**src/rtl/ray_marcher.sv**
```systemverilog
`default_nettype none
// ============================================================================
// Module   : ray_marcher
// Purpose  : Producer side of the intersection interface. The block accepts
//            one ray direction per valid/ready handshake. It marches from a
//            fixed origin in fixed steps until one of these happens: the point
//            falls inside a sphere, the step budget runs out, or the next
//            point would leave the signed 12-bit space. It then presents the
//            final point and a hit flag on a valid/ready output.
// Revision : 1.0 - initial release
// ----------------------------------------------------------------------------
// Ports:
//   clk                    in   system clock
//   rst_n                  in   asynchronous active-low reset
//   in_valid / in_ready    in/out  ray handshake (in_ready = idle)
//   dir[2:0][11:0]         in   signed step vector, [0]=x [1]=y [2]=z
//   out_valid / out_ready  out/in  result handshake
//   intersection_location  out  final march point, same indexing as dir
//   is_intersecting        out  1 = point inside sphere, 0 = miss
//   steps_taken            out  (only with RAY_MARCH_STATS_EN) decision step+1
// Optional feature macro: RAY_MARCH_STATS_EN
// ============================================================================
module ray_marcher #(
    parameter int ORIGIN_X  = 0,
    parameter int ORIGIN_Y  = 0,
    parameter int ORIGIN_Z  = 0,
    parameter int SPHERE_X  = 0,
    parameter int SPHERE_Y  = 0,
    parameter int SPHERE_Z  = 100,
    parameter int RADIUS    = 20,
    parameter int MAX_STEPS = 64,
    parameter int STEP_W    = $clog2(MAX_STEPS + 1)
) (
    input  logic              clk,
    input  logic              rst_n,
    input  logic              in_valid,
    output logic              in_ready,
    input  logic [2:0][11:0]  dir,
    output logic              out_valid,
    input  logic              out_ready,
    output logic [2:0][11:0]  intersection_location,
    output logic              is_intersecting
`ifdef RAY_MARCH_STATS_EN
    ,
    output logic [STEP_W-1:0] steps_taken
`endif
);

    typedef enum logic [1:0] {
        ST_IDLE  = 2'd0,
        ST_MARCH = 2'd1,
        ST_DONE  = 2'd2
    } state_t;

    localparam logic [27:0]       C_RADIUS_SQ = 28'(RADIUS * RADIUS);
    localparam logic [STEP_W-1:0] C_LAST_STEP = STEP_W'(MAX_STEPS - 1);

    logic [2:0][11:0] c_origin;
    logic [2:0][11:0] c_centre;
    assign c_origin = {12'(ORIGIN_Z), 12'(ORIGIN_Y), 12'(ORIGIN_X)};
    assign c_centre = {12'(SPHERE_Z), 12'(SPHERE_Y), 12'(SPHERE_X)};

    state_t              state_q, state_d;
    logic [2:0][11:0]    dir_q, dir_d;
    logic [2:0][11:0]    pos_q, pos_d;
    logic [STEP_W-1:0]   step_q, step_d;
    logic [2:0][11:0]    loc_q, loc_d;
    logic                hit_q, hit_d;
    logic                out_valid_q, out_valid_d;
`ifdef RAY_MARCH_STATS_EN
    logic [STEP_W-1:0]   stats_q, stats_d;
`endif

    // Per-axis distance terms and next-point overflow detection.
    logic [2:0][12:0]    w_diff;
    logic signed [25:0]  w_dx [3];
    logic [2:0][25:0]    w_sq;
    logic [2:0][12:0]    w_sum;
    logic [27:0]         w_dist2;
    logic                w_overflow;
    logic                w_inside;

    always_comb begin
        w_dist2    = '0;
        w_overflow = 1'b0;
        for (int a = 0; a < 3; a++) begin
            w_diff[a] = {pos_q[a][11], pos_q[a]} - {c_centre[a][11], c_centre[a]};
            w_dx[a]   = 26'(signed'(w_diff[a]));
            // |diff| <= 4096, so the square fits in 25 bits and the low 26
            // bits of the product are exact.
            w_sq[a]   = w_dx[a] * w_dx[a];
            w_dist2   = w_dist2 + {2'b00, w_sq[a]};
            w_sum[a]  = {pos_q[a][11], pos_q[a]} + {dir_q[a][11], dir_q[a]};
            // The sum leaves the 12-bit signed range when the two top bits
            // of the 13-bit result disagree.
            w_overflow = w_overflow | (w_sum[a][12] ^ w_sum[a][11]);
        end
        w_inside = (w_dist2 <= C_RADIUS_SQ);
    end

    always_comb begin
        state_d     = state_q;
        dir_d       = dir_q;
        pos_d       = pos_q;
        step_d      = step_q;
        loc_d       = loc_q;
        hit_d       = hit_q;
        out_valid_d = out_valid_q;
`ifdef RAY_MARCH_STATS_EN
        stats_d     = stats_q;
`endif
        case (state_q)
            ST_IDLE: begin
                if (in_valid) begin
                    dir_d   = dir;
                    pos_d   = c_origin;
                    step_d  = '0;
                    state_d = ST_MARCH;
                end
            end
            ST_MARCH: begin
                if (w_inside || (step_q == C_LAST_STEP) || w_overflow) begin
                    loc_d       = pos_q;
                    hit_d       = w_inside;
                    out_valid_d = 1'b1;
                    state_d     = ST_DONE;
`ifdef RAY_MARCH_STATS_EN
                    stats_d     = step_q + 1'b1;
`endif
                end else begin
                    for (int a = 0; a < 3; a++) begin
                        pos_d[a] = w_sum[a][11:0];
                    end
                    step_d = step_q + 1'b1;
                end
            end
            ST_DONE: begin
                if (out_ready) begin
                    out_valid_d = 1'b0;
                    state_d     = ST_IDLE;
                end
            end
            default: begin
                out_valid_d = 1'b0;
                state_d     = ST_IDLE;
            end
        endcase
    end

    always_ff @(posedge clk or negedge rst_n) begin
        if (!rst_n) begin
            state_q     <= ST_IDLE;
            dir_q       <= '0;
            pos_q       <= '0;
            step_q      <= '0;
            loc_q       <= '0;
            hit_q       <= 1'b0;
            out_valid_q <= 1'b0;
`ifdef RAY_MARCH_STATS_EN
            stats_q     <= '0;
`endif
        end else begin
            state_q     <= state_d;
            dir_q       <= dir_d;
            pos_q       <= pos_d;
            step_q      <= step_d;
            loc_q       <= loc_d;
            hit_q       <= hit_d;
            out_valid_q <= out_valid_d;
`ifdef RAY_MARCH_STATS_EN
            stats_q     <= stats_d;
`endif
        end
    end

    assign in_ready              = (state_q == ST_IDLE);
    assign out_valid             = out_valid_q;
    assign intersection_location = loc_q;
    assign is_intersecting       = hit_q;
`ifdef RAY_MARCH_STATS_EN
    assign steps_taken           = stats_q;
`endif

endmodule
`default_nettype wire

```
**config.mk**
```make
export PLATFORM = sky130hd
export DESIGN_NAME = ray_marcher
export DESIGN_NICKNAME = d
export VERILOG_FILES = /design/src/rtl/ray_marcher.sv
export SDC_FILE = /design/constraint.sdc
export NUM_CORES = 1
export LEC_CHECK = 0
export ABC_AREA = 1
export CAP_MARGIN = 20
export CORE_AREA = 2 2 226 228
export CTS_CLUSTER_SIZE = 25
export DETAILED_ROUTE_END_ITERATION = 8
export DIE_AREA = 0 0 228 230
export DONT_BUFFER_PORTS = 1
export GPL_TIMING_DRIVEN = 1
export REMOVE_ABC_BUFFERS = 1
export SYNTH_ARGS = -nofsm -noshare
export SYNTH_HDL_FRONTEND = slang
export SYNTH_SLANG_ARGS = --single-unit
```
**constraint.sdc**
```tcl
create_clock -name clk -period 27.7 [get_ports clk]
set_clock_uncertainty 0.1 [all_clocks]
set_input_delay 5.54 -clock clk [delete_from_list [all_inputs] [get_ports clk]]
set_output_delay 5.54 -clock clk [all_outputs]
set_load 0.05 [all_outputs]
```
==> run metrics <==
Final Hold Vio Count=0; CTS Hold Buffers Added=0; detailed-placement wirelength estimate=48.7 mm; Worst-path clk slew=0.06 ns; Slew @ Worst Pin=1.09 ns; R2R depth=48; fin crit share=0.424; reg2reg end=pos_q[32]; CP Buf/Inv Count=9; async set-or-reset flop fraction in the synthesized netlist=1.00; 1st-iter DRT viols=1019; hold-critical path depth=2; Min-Delay Endpoint=step_q[4]; Worst R2R Start=pos_q[26]; Worst Setup End Kind=flop; CP Max Fanout=44; critical path launch point type=flop; Multi-input gate area=18300 um2; number of synthesized flops with an enable pin=0; full die area=52400 um2; final core occ=0.512; number of buffers added on ports=0; row count=82; share of the synthesized area in the top cell type=0.343; Post-Layout Cell Count=3586; Post-CTS Resized=0; Synth Instances=2937; Setup TNS=0 ns; Setup Buffers After CTS=0; HP Start=step_q[4]; top cells by area, synth=fa_1, ha_1, dfrtp_1; Routed WL per cell=16.2 um; Vias=18200; antenna-violating nets left=0; gpl congestion=0.937; Slowest-stage cell, CP=nand2_2; max incr delay on CP=1.02 ns; Clock Latency Late Sink=0.47 ns; I/O pin count=79; fill count=4848; Die Ht=230 um; critical path class=flop to flop; library cells used by synthesis=46; largest net degree at the start of global routing=120; syn_area_per_cell=8.28 um2; Final setup viols=0; WL final=58.0 mm; unrepaired setup endpoints after global routing=false; post-synthesis cell area=24300 um2; Storage cell area=2980 um2; Root Driver=clkbuf_16; CP dominant cell by count=nand2_1; initial core utilization=0.488; first-pass GRT wire length=97.9 mm; number of max-cap violations=0; Main synth FF type=dfrtp_1; outcome=completed; global-route usage over all layers=0.234; Rel. slew slack=0.274; clock sinks=119; initial antenna violation count=2; cts bufs inserted=17; Max Slew Vio Count=0; n_diodes=0; Nets=3602; Largest delay share family, worst path=adder cells; crit path DAT=12.05 ns; share of layout cells above drive strength 1=0.0553; # H-tree levels=4; Seq/Total Area, Yosys=0.122; Req. time, crit path=28.00 ns; leading area contributor after synthesis=fa_1; Core Area=49900 um2; Avg Vias per Cell=5.07; Tmin final=11.75 ns; fmax=0.0851 GHz; Area Growth Syn to Fin=4.87%; clk buf depth=2; R2R Setup Slk=15.95 ns; Syn. warnings=0; placed cells=3554; hold crit path type=flop to flop; die extent in x=228 um; router iterations before antenna repair=5; CTS tree=done; Overflow after GRT=0; Post-route DRC=0; vias in the first global route=19400; FF+latch count, synth=119
## state kept, by name, summed over array words and instances, names as in the netlist
name	count
pos_q	36
out_valid	1
state_q	2
is_intersecting	1
dir_q	36
intersection_location	36
step_q	7
## cell usage after synthesis (4+ instances only)
cell,count
nand2_1,563
nand4_1,15
a21oi_1,127
xnor2_1,49
nor4_1,5
dfrtp_1,119
buf_6,7
a31oi_1,6
nor3_1,20
mux2_2,36
nand2_2,42
a21oi_2,5
clkbuf_1,42
nor2_1,173
xor2_1,62
o21ai_2,25
o31ai_1,6
buf_4,4
fa_1,417
o21ai_1,6
nand3_1,105
a21o_1,8
o21bai_1,14
o211ai_1,5
ha_1,244
buf_2,4
o21ai_0,56
or2_2,7
inv_1,741
## worst register-to-register path: cells and delay by family (launching register included)
| kind | cells | cell delay (ns) |
|---|---|---|
| flip-flops | 1 | 0.72 |
| adder cells (fa/ha/maj) | 10 | 4.45 |
| buffers and inverters | 9 | 1.00 |
| XOR/XNOR | 2 | 0.56 |
| AO/OA/AOI/OAI | 6 | 1.16 |
| AND/OR/NAND/NOR | 21 | 3.66 |
## kinds of logic after synthesis
| group | after synthesis | share of synthesized area |
|---|---|---|
| AND/OR/NAND/NOR | 940 | 0.161 |
| multiplexers | 36 | 0.0167 |
| adder cells (fa/ha/maj) | 661 | 0.469 |
| buffers and inverters | 804 | 0.127 |
| flip-flops | 119 | 0.122 |
| AO/OA/AOI/OAI | 264 | 0.0633 |
| other | 1 | 0.000154 |
| XOR/XNOR | 112 | 0.0406 |
## layer usage
metal	part of all wire	up-vias	track usage
met1	0.45	9029	0.318
met2	0.49	380	0.401
li1	-	8737	-
met5	0	-	0
met4	0.014	0	0.0496
met3	0.048	50	0.0330
## layout by cell type, fill, tap and decap left out, drive strengths merged, types with 20 or more instances in the layout
cell type / synthesis / layout
ha: 244 / 244
o21ai: 87 / 87
nor2: 175 / 175
xnor2: 50 / 50
xor2: 62 / 62
nand2: 605 / 605
fa: 417 / 417
mux2: 36 / 36
nand3: 107 / 107
dfrtp: 119 / 119
clkbuf: 43 / 20
inv: 743 / 746
a21oi: 132 / 132
nor3: 21 / 21
## final cells by class
type                            count  share of cell area
Timing Repair Buffer                5             0.00226
Multi-Input combinational cell   2014               0.716
Clock inverter                     12             0.00456
Clock buffer                       20              0.0179
Sequential cell                   119               0.117
Tap cell                          672              0.0330
Inverter                          744               0.109
## through the flow
stage	hold WS [ns]	setup slack (ns)	instance area, um2
after floorplan	0.374	17.65	24000
after CTS	0.409	16.06	25500
after detailed placement	0.394	16.09	24900
final	0.407	15.95	25500
after global placement	0.390	16.34	24900
after global routing	0.431	15.11	25500
## worst max path at each step
| stage | start | endpoint | cells after the start |
|---|---|---|---|
| 3_3_place_gp | pos_q[26] | pos_q[32] | 41 |
| 3_5_place_dp | pos_q[26] | pos_q[34] | 48 |
| 4_1_cts | pos_q[26] | pos_q[32] | 48 |
| 6_report | pos_q[26] | pos_q[32] | 48 |
| 5_1_grt | pos_q[26] | pos_q[20] | 48 |
| 2_1_floorplan | pos_q[26] | intersection_location[10] | 49 |
Power is not shown: default switching activity piles up to over one toggle a cycle in this logic, so the estimate is an artifact.
